[src/rtl/ov7670_rgb444_capture_if.sv]
// Captured-pixel stream from the OV7670 capture stage toward the SDRAM write path.
interface ov7670_rgb444_capture_if;
  logic        oFRAME_VALID;
  logic        oPIXEL_VALID;
  logic [15:0] oPIXEL_DATA;
  logic [9:0]  oX;
  logic [9:0]  oY;
  logic        oFRAME_START;
  logic        oFRAME_DONE;
  logic [7:0]  oFRAME_CNT;
  logic        oLINE_ERR;

  modport master (
    output oFRAME_VALID, oPIXEL_VALID, oPIXEL_DATA, oX, oY,
           oFRAME_START, oFRAME_DONE, oFRAME_CNT, oLINE_ERR
  );

  modport slave (
    input  oFRAME_VALID, oPIXEL_VALID, oPIXEL_DATA, oX, oY,
           oFRAME_START, oFRAME_DONE, oFRAME_CNT, oLINE_ERR
  );
endinterface

[src/rtl/ov7670_rgb444_capture.sv]
// OV7670 RGB444 capture: waits for sensor config, drops settling frames,
// pairs bytes into 16-bit pixels and tags them with X/Y and frame markers.
module ov7670_rgb444_capture #(
  parameter int H_ACTIVE    = 640,
  parameter int V_ACTIVE    = 480,
  parameter int SKIP_FRAMES = 10
) (
  input  logic                    iCLK,
  input  logic                    iRST_N,
  input  logic                    iCONFIG_DONE,
  input  logic                    iCMOS_VSYNC,
  input  logic                    iCMOS_HREF,
  input  logic [7:0]              iCMOS_DATA,
  ov7670_rgb444_capture_if.master pix
);
  localparam logic [2:0] S_WAIT_CFG = 3'd0;
  localparam logic [2:0] S_WAIT_VS  = 3'd1;
  localparam logic [2:0] S_SKIP     = 3'd2;
  localparam logic [2:0] S_ARM      = 3'd3;
  localparam logic [2:0] S_ACTIVE   = 3'd4;

  localparam logic [9:0]  H_LIM     = 10'(H_ACTIVE);
  localparam logic [9:0]  V_LIM     = 10'(V_ACTIVE);
  localparam logic [15:0] SKIP_LAST = 16'((SKIP_FRAMES > 0) ? SKIP_FRAMES - 1 : 0);
  localparam bit          NO_SKIP   = (SKIP_FRAMES == 0);

  function automatic logic [9:0] sat_inc(input logic [9:0] v);
    return (v == 10'd1023) ? v : v + 10'd1;
  endfunction

  logic        cfg_meta_q, cfg_meta_d;
  logic        cfg_s_q, cfg_s_d;
  logic        vs_q, vs_d;
  logic        href_q, href_d;
  logic [2:0]  state_q, state_d;
  logic [15:0] skip_cnt_q, skip_cnt_d;
  logic        phase_q, phase_d;
  logic [7:0]  hi_byte_q, hi_byte_d;
  logic [9:0]  col_q, col_d;
  logic [9:0]  row_q, row_d;
  logic        frame_valid_q, frame_valid_d;
  logic        pix_valid_q, pix_valid_d;
  logic [15:0] pix_data_q, pix_data_d;
  logic [9:0]  x_q, x_d;
  logic [9:0]  y_q, y_d;
  logic        frame_start_q, frame_start_d;
  logic        frame_done_q, frame_done_d;
  logic [7:0]  frame_cnt_q, frame_cnt_d;
  logic        line_err_q, line_err_d;

  logic vs_rise, vs_fall, href_fall;

  assign vs_rise   =  iCMOS_VSYNC & ~vs_q;
  assign vs_fall   = ~iCMOS_VSYNC &  vs_q;
  assign href_fall = ~iCMOS_HREF  &  href_q;

  always_comb begin
    cfg_meta_d    = iCONFIG_DONE;
    cfg_s_d       = cfg_meta_q;
    vs_d          = iCMOS_VSYNC;
    href_d        = iCMOS_HREF;
    state_d       = state_q;
    skip_cnt_d    = skip_cnt_q;
    phase_d       = phase_q;
    hi_byte_d     = hi_byte_q;
    col_d         = col_q;
    row_d         = row_q;
    frame_valid_d = frame_valid_q;
    pix_valid_d   = 1'b0;
    pix_data_d    = pix_data_q;
    x_d           = x_q;
    y_d           = y_q;
    frame_start_d = 1'b0;
    frame_done_d  = 1'b0;
    frame_cnt_d   = frame_cnt_q;
    line_err_d    = 1'b0;

    // Losing config abandons any frame silently; the frame count is kept.
    if (!cfg_s_q) begin
      state_d       = S_WAIT_CFG;
      frame_valid_d = 1'b0;
      phase_d       = 1'b0;
    end else begin
      case (state_q)
        S_WAIT_CFG: state_d = S_WAIT_VS;
        S_WAIT_VS: begin
          if (vs_rise) begin
            skip_cnt_d = '0;
            state_d    = NO_SKIP ? S_ARM : S_SKIP;
          end
        end
        S_SKIP: begin
          if (vs_rise) begin
            if (skip_cnt_q == SKIP_LAST) state_d = S_ARM;
            else                         skip_cnt_d = skip_cnt_q + 16'd1;
          end
        end
        S_ARM: begin
          if (vs_fall) begin
            frame_start_d = 1'b1;
            frame_valid_d = 1'b1;
            x_d           = '0;
            y_d           = '0;
            col_d         = '0;
            row_d         = '0;
            phase_d       = 1'b0;
            state_d       = S_ACTIVE;
          end
        end
        S_ACTIVE: begin
          if (vs_rise) begin
            // A line still open at frame end is aborted and flagged.
            frame_done_d  = 1'b1;
            frame_valid_d = 1'b0;
            frame_cnt_d   = frame_cnt_q + 8'd1;
            line_err_d    = iCMOS_HREF;
            phase_d       = 1'b0;
            col_d         = '0;
            state_d       = S_ARM;
          end else if (iCMOS_HREF) begin
            if (!phase_q) begin
              hi_byte_d = iCMOS_DATA;
              phase_d   = 1'b1;
            end else begin
              phase_d = 1'b0;
              col_d   = sat_inc(col_q);
              if (col_q < H_LIM && row_q < V_LIM) begin
                pix_valid_d = 1'b1;
                pix_data_d  = {hi_byte_q, iCMOS_DATA};
                x_d         = col_q;
                y_d         = row_q;
              end
            end
          end else begin
            phase_d = 1'b0;
            if (href_fall) begin
              line_err_d = (col_q != H_LIM) || phase_q;
              col_d      = '0;
              row_d      = sat_inc(row_q);
            end
          end
        end
        default: state_d = S_WAIT_CFG;
      endcase
    end
  end

  always_ff @(posedge iCLK or negedge iRST_N) begin
    if (!iRST_N) begin
      cfg_meta_q    <= 1'b0;
      cfg_s_q       <= 1'b0;
      vs_q          <= 1'b0;
      href_q        <= 1'b0;
      state_q       <= S_WAIT_CFG;
      skip_cnt_q    <= '0;
      phase_q       <= 1'b0;
      hi_byte_q     <= '0;
      col_q         <= '0;
      row_q         <= '0;
      frame_valid_q <= 1'b0;
      pix_valid_q   <= 1'b0;
      pix_data_q    <= '0;
      x_q           <= '0;
      y_q           <= '0;
      frame_start_q <= 1'b0;
      frame_done_q  <= 1'b0;
      frame_cnt_q   <= '0;
      line_err_q    <= 1'b0;
    end else begin
      cfg_meta_q    <= cfg_meta_d;
      cfg_s_q       <= cfg_s_d;
      vs_q          <= vs_d;
      href_q        <= href_d;
      state_q       <= state_d;
      skip_cnt_q    <= skip_cnt_d;
      phase_q       <= phase_d;
      hi_byte_q     <= hi_byte_d;
      col_q         <= col_d;
      row_q         <= row_d;
      frame_valid_q <= frame_valid_d;
      pix_valid_q   <= pix_valid_d;
      pix_data_q    <= pix_data_d;
      x_q           <= x_d;
      y_q           <= y_d;
      frame_start_q <= frame_start_d;
      frame_done_q  <= frame_done_d;
      frame_cnt_q   <= frame_cnt_d;
      line_err_q    <= line_err_d;
    end
  end

  assign pix.oFRAME_VALID = frame_valid_q;
  assign pix.oPIXEL_VALID = pix_valid_q;
  assign pix.oPIXEL_DATA  = pix_data_q;
  assign pix.oX           = x_q;
  assign pix.oY           = y_q;
  assign pix.oFRAME_START = frame_start_q;
  assign pix.oFRAME_DONE  = frame_done_q;
  assign pix.oFRAME_CNT   = frame_cnt_q;
  assign pix.oLINE_ERR    = line_err_q;
endmodule

[src/flat_wrapper.sv]
// flat-port wrapper written by rule: the top's interface ports become plain ports
module ov7670_rgb444_capture_flat 
#(
  parameter int H_ACTIVE    = 640,
  parameter int V_ACTIVE    = 480,
  parameter int SKIP_FRAMES = 10
)
  (iCLK, iRST_N, iCONFIG_DONE, iCMOS_VSYNC, iCMOS_HREF, iCMOS_DATA, pix_oFRAME_VALID, pix_oPIXEL_VALID, pix_oPIXEL_DATA, pix_oX, pix_oY, pix_oFRAME_START, pix_oFRAME_DONE, pix_oFRAME_CNT, pix_oLINE_ERR);
  ov7670_rgb444_capture_if pix_i ();
  input  logic iCLK;
  input  logic iRST_N;
  input  logic iCONFIG_DONE;
  input  logic iCMOS_VSYNC;
  input  logic iCMOS_HREF;
  input  logic [7:0] iCMOS_DATA;
  output wire logic [$bits(pix_i.oFRAME_VALID)-1:0] pix_oFRAME_VALID;
  output wire logic [$bits(pix_i.oPIXEL_VALID)-1:0] pix_oPIXEL_VALID;
  output wire logic [$bits(pix_i.oPIXEL_DATA)-1:0] pix_oPIXEL_DATA;
  output wire logic [$bits(pix_i.oX)-1:0] pix_oX;
  output wire logic [$bits(pix_i.oY)-1:0] pix_oY;
  output wire logic [$bits(pix_i.oFRAME_START)-1:0] pix_oFRAME_START;
  output wire logic [$bits(pix_i.oFRAME_DONE)-1:0] pix_oFRAME_DONE;
  output wire logic [$bits(pix_i.oFRAME_CNT)-1:0] pix_oFRAME_CNT;
  output wire logic [$bits(pix_i.oLINE_ERR)-1:0] pix_oLINE_ERR;
  assign pix_oFRAME_VALID = pix_i.oFRAME_VALID;
  assign pix_oPIXEL_VALID = pix_i.oPIXEL_VALID;
  assign pix_oPIXEL_DATA = pix_i.oPIXEL_DATA;
  assign pix_oX = pix_i.oX;
  assign pix_oY = pix_i.oY;
  assign pix_oFRAME_START = pix_i.oFRAME_START;
  assign pix_oFRAME_DONE = pix_i.oFRAME_DONE;
  assign pix_oFRAME_CNT = pix_i.oFRAME_CNT;
  assign pix_oLINE_ERR = pix_i.oLINE_ERR;
  ov7670_rgb444_capture #(.H_ACTIVE(H_ACTIVE), .V_ACTIVE(V_ACTIVE), .SKIP_FRAMES(SKIP_FRAMES)) u_core (.iCLK(iCLK), .iRST_N(iRST_N), .iCONFIG_DONE(iCONFIG_DONE), .iCMOS_VSYNC(iCMOS_VSYNC), .iCMOS_HREF(iCMOS_HREF), .iCMOS_DATA(iCMOS_DATA), .pix(pix_i));
endmodule
[config.mk]
export PLATFORM = sky130hd
export DESIGN_NAME = ov7670_rgb444_capture_flat
export DESIGN_NICKNAME = d
export VERILOG_FILES = /design/src/rtl/ov7670_rgb444_capture_if.sv /design/src/rtl/ov7670_rgb444_capture.sv /design/src/flat_wrapper.sv
export SDC_FILE = /design/constraint.sdc
export NUM_CORES = 1
export LEC_CHECK = 0
export ABC_AREA = 1
export CAP_MARGIN = 20
export CORE_MARGIN = 4
export CORE_UTILIZATION = 43
export CTS_CLUSTER_SIZE = 30
export DETAILED_ROUTE_END_ITERATION = 10
export SLEW_MARGIN = 20
export SYNTH_ARGS = -nofsm -noshare
export SYNTH_HDL_FRONTEND = slang
export SYNTH_SLANG_ARGS = --single-unit
[constraint.sdc]
create_clock -name iCLK -period 3.9 [get_ports iCLK]
set_clock_uncertainty 0.2 [all_clocks]
set_input_delay 0.585 -clock iCLK [delete_from_list [all_inputs] [get_ports iCLK]]
set_output_delay 0.585 -clock iCLK [all_outputs]
set_load 0.02 [all_outputs]
=== Yosys cells after proc, flatten, opt, wreduce, memory -nomap -nowiden ===
Cells that the tools add are included.

* Bits of input ports: 13
* Word-level logic and storage cells: 136
* Output and inout port bits: 49
* Flip-flop bits (word level): 101

* Add/subtract/negate cells: 4
* Muxes and demuxes: 60
* Bitwise logic cells: 8
* Reduce and logical (&&, ||, !) cells: 15
* $lt $le $gt $ge: 2
* Equal/unequal tests: 28

{| class="wikitable"
|+ Operators by type and width
! operator !! number
|-
| $mux W10 || 18
|-
| $pmux W10 S2 || 4
|-
| $mux W16 || 3
|-
| $pmux W16 S2 || 1
|-
| $mux W1 || 25
|-
| $add A10 B1 Y10 const B || 2
|-
| $eq A10 B10 Y1 const B || 2
|-
| $mux W3 || 6
|-
| $ne A3 B3 Y1 const B || 6
|-
| $add A16 B1 Y16 const B || 1
|-
| $eq A16 B4 Y1 const B || 1
|-
| $pmux W3 S5 || 1
|-
| $reduce_and A5 Y1 || 3
|-
| $reduce_and A7 Y1 || 2
|-
| $ne A2 B1 Y1 const B || 6
|-
| $reduce_and A6 Y1 || 2
|-
| $lt A10 B10 Y1 const B || 1
|-
| $lt A10 B9 Y1 const B || 1
|-
| $ne A10 B10 Y1 const B || 1
|-
| $ne A2 B2 Y1 const B || 5
|-
| $add A8 B1 Y8 const B || 1
|-
| $ne A4 B2 Y1 const B || 2
|-
| $eq A3 B2 Y1 const B || 2
|-
| $reduce_and A3 Y1 || 2
|-
| 11 further kinds || 19
|}

=== Logic depth before layout (Yosys ltp) ===
Gate-level depths: netlist (run 1).

* Depth in word-level cells: 8
* Gate-level depth with buffers: 12
* Gate-level depth less buffers: 11

=== Worst setup path before layout (run 1) ===
No wires, ideal clock.

* Path kind: input to register
* Start point: in iCMOS_VSYNC
* End point: reg u_core.x_q[0] (netlist: u_core.pix.oX[0])
* Arrival: 1.648 ns
* Path buffers: 1
* Stages on the path: 9
* Data required time: 3.582 ns
* Setup slack: 1.934 ns
* Library setup time: 0.118 ns
* Path through: nand2_1 -> nand2_1 -> nor2_8 -> nand2_4 -> o21ai_4 -> inv_4 -> buf_6 -> nand2_1 -> nand2_1

* Longest elaborated chain between the ends: 4
* Elaborated cells on any way between the ends: 6
* Those cells by class: 2 x eq/ne; 3 x bitwise; 1 x reduce/logical

{| class="wikitable"
|+ RTL lines
! what !! line !! source
|-
| start, declared || flat_wrapper.sv:13 || <nowiki>input logic iCMOS_VSYNC;</nowiki>
|-
| $not A1 Y1 || ov7670_rgb444_capture.sv:54 || <nowiki>assign vs_fall = ~iCMOS_VSYNC & vs_q;</nowiki>
|-
| $and A1 B1 Y1 || ov7670_rgb444_capture.sv:54 ||
|-
| $ne A2 B1 Y1 (no source line) || -- ||
|-
| $reduce_and A7 Y1 (no source line) (*) || -- ||
|-
| end signal, assigned || ov7670_rgb444_capture.sv:163 || <nowiki>x_q <= '0;</nowiki>
|-
| end signal, assigned || ov7670_rgb444_capture.sv:183 || <nowiki>x_q <= x_d;</nowiki>
|-
| end, declared || ov7670_rgb444_capture.sv:44 || <nowiki>logic [9:0] x_q, x_d;</nowiki>
|}

Every way passes the cells marked *; elsewhere a longest branch is shown, timed or not.
A chain may end at the register's enable or synchronous reset.

=== Worst setup path after layout (run 1) ===
* Start point: in iCMOS_VSYNC
* End point: reg u_core.x_q[6] (netlist: u_core.pix.oX[6])

Same word-level chain as after synthesis.

==> out/results.txt, run 1 <==
Timing would allow up to 0.373 GHz. The average footprint of a synthesized cell works out to 7.92 um2. The tools report the half-perimeter wire length after detailed placement as 7890 um. The count of flip-flops with a built-in enable after synthesis is 0, and the actual transition at the worst max-transition pin is 0.817 ns. The most frequent cell after synthesis was nand2_1. After clock tree synthesis, the repair step resized 0 gates. In this run the worst hold path is classified as in -> async.

In this run the register-to-register setup slack is 1.40 ns. First element of the critical path: iCMOS_VSYNC. The floorplan die area was 13,500 um2.

The share of final-layout standard cells stronger than drive strength 1 was 0.0501. On the worst path, the slowest cell contributes a delay of 0.53 ns. The worst register-to-register path ends at u_core.skip_cnt_q[11]. After synthesis the cells add up to 5040 um2.

The tools report the area of the core as 11,400 um2. At the later pin of the worst-skew pair, clock insertion delay measures 0.36 ns. Summed over all layers, the global routing overflow is 0. The async set or reset register ratio after synthesis works out to 1.00. The logs give 5740 um2 for the post-place instance area and 0 for the number of synthesis warnings. Aggregate global-route resource usage: 0.177.

Final hold violation count: 0. Routability congestion estimate: 0.862. The run finished with clean final reports.

Setup repair after global routing left no endpoint under its margin. By area the synthesized netlist is led by dfrtp_1, nand2_1, nand3_1. The tools report the static leakage as 2.94 nW.

After clock tree synthesis, the clock-pin slew on the worst setup and hold paths is 0.07 ns. STA puts the critical path data arrival time at 2.73 ns. The chip height was 116 um. For the pre-CTS worst setup slack, the log shows 0.847 ns. Setup total negative slack on the finished layout was measured at 0 ns.

The post-route minimum period was 2.68 ns. Walking the worst path, the cells encountered are clkdlybuf4s50_1, nand2_1, nand2_1, nor2_8, nand2_4, o21ai_4, inv_4, nand2_1, nand2_1. After layout, the worst setup slack is 1.22 ns.

In the routed design, unresolved DRC markers number 0. The cell area after layout was 6050 um2; the maximum fanout along the worst path was 21. The most repeated library cell on the critical path was nand2_1. TritonCTS built the clock tree. Once detail routing completed, the nets flagged for antenna violations numbered 0.

Counting buffers and inverters, the worst setup path is 9 cells deep. The synthesized netlist contains 36 unique library cells. The maximum VDD drop is 452 uV, and the CTS buffer count is 9.

The number of clock sinks was 101; the relative slew slack was 0.455. The tools report the buffer count from post-CTS setup fixing as 0. The final period utilization came out at 0.687. The slowest library cell on the worst path was o21ai_4. Dividing the detail-routed wire length by the instance count gives 13.4 um. Counting cells, the worst reg-to-reg path comes to 9. In this run the core area contains 39 standard-cell rows. In this run the worst setup path terminates at u_core.pix.oX[6]. The first global-routing pass estimated 18,800 um of wire. The number of buffers inserted by port buffering is 61. The starting density of the core is 0.441, and the final-report setup violation count is 0. The logs give 4,214 for the total number of vias and 0.00237 W for the total chip power. The biggest area contributor in the post-synthesis netlist is dfrtp_1.

Ranked by instance count, the synthesized netlist is headed by nand2_1, dfrtp_1, nand3_1, nor2_1, inv_1. For this design, the CTS-stage hold fixing added 0 buffers. The number of buffers on the longest clock path came out at 2. The critical register-to-register path startpoint is u_core.state_q[2].

The final max-slew violation count is 0. The average via count per standard cell came out at 5.01. In this design, the largest share of critical-path delay is due to simple AND/OR/NAND/NOR gates. The number of antenna violations at the first check in global routing is 0, and the post-detailed-routing wire length is 11,200 um.

The first detailed-routing pass took 5 iterations. After synthesis the netlist holds a flip-flop and latch count of 101. The via count of the first global-routing pass came out at 3,867. The share of the synthesized area in the top cell type is 0.502, and the total power divided by cell area is 392 nW/um2.

Synthesis handed over a netlist of 636 instances. For the post-synthesis sequential area ratio, the log shows 0.502. For this run, the leading register cell type out of synthesis is dfrtp_1.

The logs give 62 for the I/O pin count and 0 for the antenna cell count. The tools report the number of nets produced by synthesis as 655. STA classifies the critical path startpoint as a primary input. The tools report the element type at the critical path end as a flip-flop. The root buffer cell chosen for the clock tree is clkbuf_16.

The tools report the number of levels in the clock H-tree as 3. The run gives 3.95 ns as the critical path data required time. Across the run, the number of max-cap violations was 0.

Together, buffers and inverters on the worst path number 2. In this run the horizontal extent of the chip is 116 um. The final layout contains 712 nets. The logs give 64 for the pin count of the biggest net entering global routing and 325 for the number of DRC markers in iteration 0.

From synthesis to final layout, the design area changed by 20.1%. The critical path is of the in -> reg type.
worst min-delay path by stage:
stage / startpoint / end / slack [ns]
detailed placement: u_core.cfg_meta_q / u_core.cfg_s_q / 0.15
global placement: u_core.cfg_meta_q / u_core.cfg_s_q / 0.14
floorplan: iRST_N / u_core.cfg_meta_q / 0.09
global route: u_core.cfg_meta_q / u_core.cfg_s_q / 0.17
finish: iRST_N / u_core.skip_cnt_q[5] / 0.12
CTS: iRST_N / u_core.skip_cnt_q[15] / 0.16
cell usage in the layout, fill, tap and decap left out, drive strengths merged:
| cell | instances |
|---|---|
| inv | 63 |
| clkbuf | 10 |
| ha | 6 |
| o21ai | 44 |
| nor2 | 65 |
| dfrtp | 101 |
| xor2 | 12 |
| nand2 | 209 |
| nand3 | 70 |
| or2 | 3 |
| clkdlybuf4s50 | 60 |
| a21o | 1 |
| a21oi | 10 |
| bufinv | 1 |
| nand3b | 7 |
| clkinv | 1 |
| xnor2 | 6 |
| nor3b | 1 |
| a31o | 1 |
| buf | 4 |
| o21bai | 1 |
| clkinvlp | 1 |
| a31oi | 1 |
| a211oi | 1 |
| nor4 | 1 |
| nand4 | 9 |
| o31ai | 1 |
| nor3 | 8 |
cell families (layout without fill, tap and decap cells):
family                   count (synthesis)  after routing  synth area share
XOR/XNOR                                18             18            0.0313
flip-flops                             101            101             0.502
AO/OA/AOI/OAI                           60             60            0.0649
adder cells (fa/ha/maj)                  6              6            0.0149
AND/OR/NAND/NOR                        373            373             0.321
buffers and inverters                   78            140            0.0656
worst reg2reg max path: stages (launching register included):
cell,delay [ns]
dfrtp_1,0.46
inv_1,0.14
nand3_2,0.17
inv_1,0.34
nand2_1,0.16
nand2_1,0.08
nand2_1,0.45
inv_1,0.28
nand2_1,0.09
nand2_1,0.06
routing by layer:
layer / vias to the layer above / wire (um) / track usage
li1: 2144 / - / -
met1: 1963 / 5340 / 0.238
met2: 100 / 5240 / 0.278
met3: 7 / 550 / 0.0549
met4: 0 / 104 / 0.0464
met5: - / 0 / 0
through the flow:
step | instances | utilization | hold slack, ns
after detailed placement | 825 | 0.503 | 0.152
after global routing | 841 | 0.530 | 0.170
final | 841 | 0.530 | 0.117
after global placement | 825 | 0.503 | 0.136
after CTS | 841 | 0.530 | 0.156
after floorplan | 636 | - | 0.0894
sequential cells by signal, summed over array words and instances (netlist names), 3 cells and up:
register	cells
u_core.pix.oX	10
u_core.state_q	3
u_core.pix.oFRAME_CNT	8
u_core.skip_cnt_q	16
u_core.pix.oY	10
u_core.row_q	10
u_core.pix.oPIXEL_DATA	16
u_core.hi_byte_q	8
u_core.col_q	10
cell type report:
type                    instances  area, um2
flip-flops and latches        101       2530
clock inverters                 6       77.6
inverters                      60        228
clock buffers                  10        229
repair buffers                 64        631
fillers                      1067       5370
well taps                     143        179
multi-input cells             457       2180
power breakdown:
group | leakage, nW | total (W) | internal, W | switching (W)
Combinational | 1.40 | 0.000298 | 0.0000927 | 0.000205
Clock | 0.147 | 0.000936 | 0.000511 | 0.000425
Sequential | 1.39 | 0.00114 | 0.00109 | 0.0000528
Total | 2.94 | 0.00237 | 0.00169 | 0.000683
Power figures use the tool's default switching activity.
==> run 2: changes to the inputs <==
PLACE_DENSITY = 0.67   (was not set)
clock period = 2.15 ns   (was 3.9 ns; I/O delays follow)
==> run 2 against run 1 <==
Die area unchanged. Clock power increased by 68%. Sequential share of layout area decreased by 1.7 points. Routed wire length increased by 0.23%. Core utilization increased by 2.2 points. First-iteration DRC count decreased by 45%. Largest power group unchanged.
==> out/results.txt, run 2 (synthesis results as in run 1) <==
The critical path data required time was 1.63 ns (-2.32 ns). The routability congestion estimate is 0.905 (+5.0%), and the half-perimeter wire length after detailed placement is 8100 um (+2.6%). The logs give 0 (unchanged) for the final hold violation count and 0.153 ns (+0.0357 ns) for the tightest hold margin. The clock-pin slew on the worst setup and hold paths works out to 0.07 ns (about the same). The I/O pin count was 62 (unchanged).

The tools report the number of levels in the clock H-tree as 3 (unchanged). The library cell used most frequently in the layout, excluding fill and tap cells, is nand2_1. The total power divided by cell area works out to 675 nW/um2 (+72%). Traced cell by cell, the critical path runs through clkdlybuf4s50_1. Element type at the critical path end: an output pin.

The run gives 0 (unchanged) as the final-report setup violation count. The logs give 11,400 um2 (unchanged) for the area of the core and 0 (unchanged) for the remaining number of nets flagged by the antenna check after routing. The antenna cell count was 0 (unchanged). The number of DRC markers in iteration 0 is 179 (-45%).

The critical path is of the reg -> out type. Maximum fanout along the worst path: 4 (-81%). The CTS buffer count was 9 (unchanged); the area overhead of the layout relative to synthesis was 25.1%.

The tools report the via count of the first global-routing pass as 4,380 (+13%). The die outline width was 116 um (unchanged). Setup repair after global routing left no endpoint under its margin. For the relative slew slack, the log shows 0.705 (+0.249). The tools report the total number of vias as 4,360 (+3.5%).

The post-detailed-routing wire length was 11,300 um (+0.23%). The floorplan die area came out at 13,500 um2 (unchanged). The post-route minimum period works out to 1.95 ns.

The logs give 0 (unchanged) for the buffer count from post-CTS setup fixing and 0.203 ns (-1.02 ns) for the slack of the critical path. The iteration count of the initial detailed-routing pass was 4 (-1); the final max-slew violation count was 0 (unchanged). The actual transition at the worst max-transition pin was 0.443 ns (-0.374 ns); the worst endpoint data arrival time was 1.42 ns (-1.31 ns). The number of filler instances in the final layout is 1,074 (+0.66%). The worst setup path is launched from a flip-flop.

The run gives 35 (-45%) as the pin count of the biggest net entering global routing. The number of buffers on the longest clock path is 2 (unchanged), and the aggregate global-route resource usage is 0.181 (+0.00450). The number of clock sinks is 101 (unchanged), and the row count is 39 (unchanged).

Cell area after layout: 6300 um2 (+4.2%). The worst path buffer plus inverter count came out at 1 (-1). The path class of the tightest hold or removal check is reg -> reg. The pre-CTS worst setup slack came out at -0.0804 ns (-0.927 ns). The static leakage is 3.08 nW (+5.0%), and the number of nets at the end of the flow is 740 (+3.9%). In the layout the commonest cells are nand2_1, dfrtp_1, nand3_1. The average via count per standard cell is 5.02 (+0.13%), and the share of final-layout standard cells stronger than drive strength 1 is 0.0868 (+0.0366). The number of antenna violations at the first check in global routing is 0 (unchanged). The total negative slack came out at 0 ns (unchanged).

The post-place instance area is 6000 um2 (+4.4%). TritonCTS built the clock tree. The run finished with clean final reports. The maximum VDD drop came out at 448 uV (-0.95%). The tree is rooted in a clkbuf_16. The starting density of the core is 0.441 (unchanged), and the final period utilization is 0.905. The later-pin clock latency in the skew report is 0.36 ns (about the same). Number of max-cap violations: 0 (unchanged). The highest clock rate is 0.514 GHz. The largest incremental delay on the critical path is 0.64 ns (+0.11 ns). The DRC violation count after routing is 0 (unchanged).

The routed length per placed instance is 13.0 um (-3.0%). Number of buffers inserted by port buffering: 61 (unchanged). The critical path's top delay family was buffers and inverters.

The wire length of the first global-routing pass was 19,700 um (+4.3%); the chip height was 116 um (unchanged). The residual overflow from global routing was 0 (unchanged). The largest individual stage delay along the critical path comes from the cell clkdlybuf4s50_1.
==> run 2: cell count changes in the layout (fill, tap and decap cells not counted) <==
| cell | change |
|---|---|
| clkinv_4 | +2 |
| nand2_4 | +1 |
| bufinv_16 | -1 |
| dlygate4sd3_1 | +1 |
| nand2_2 | -1 |
| buf_4 | +23 |
| buf_12 | +4 |
| nand3_2 | +1 |
| inv_6 | -1 |
| nand3_1 | -1 |
==> run 2: metrics by stage <==
step                power (W)  instances   util
global placement      0.00270        852  0.525
finish                0.00425        869  0.552
detailed placement    0.00272        852  0.525
CTS                   0.00430        869  0.551
floorplan             0.00247        636      -
global route          0.00449        869  0.552
==> run 2: final cells by class <==
type	count	area (um2)	area share
multi-input combinational	457	2190	0.347
clock buffer	10	229	0.0363
sequential	101	2530	0.401
timing repair buffer	92	893	0.142
clock inverter	6	56.3	0.00894
inverter	60	228	0.0361
tap	143	179	0.0284
==> run 2: metal layers <==
metal  vias to the layer above  share of wire  GRT usage
met4                         0          0.028     0.0874
met5                         -              0          0
met1                      2053           0.46      0.229
li1                       2198              -          -
met3                        22          0.040     0.0337
met2                        87           0.47      0.300
==> run 2: where the power goes <==
group	leakage, nW	internal, W	switching [W]	total (W)
sequential	1.39	0.00197	0.0000963	0.00207
clock	0.137	0.000808	0.000763	0.00157
combinational	1.55	0.000230	0.000379	0.000610
==> run 2: final timing paths <==
| kind | start | to | slack [ns] | cells after the start |
|---|---|---|---|---|
| worst max-delay path | u_core.pix.oFRAME_CNT[5] | pix_oFRAME_CNT[5] | 0.20 | 1 |
| worst min-delay path | u_core.cfg_meta_q | u_core.cfg_s_q | 0.15 | 0 |
| worst max register to register | u_core.row_q[1] | u_core.row_q[2] | 0.21 | 10 |
| worst min register to register | u_core.cfg_meta_q | u_core.cfg_s_q | 0.15 | 0 |
| max in group asynchronous | iRST_N | u_core.href_q | 0.87 | 3 |
| min in group asynchronous | iRST_N | u_core.skip_cnt_q[15] | 0.25 | 2 |
==> run 2: timing repair <==
action,CTS,global route
gates resized for setup,0,2
endpoints found under the setup margin,0,4
hold buffers,1,0
hold endpoints to repair,30,0
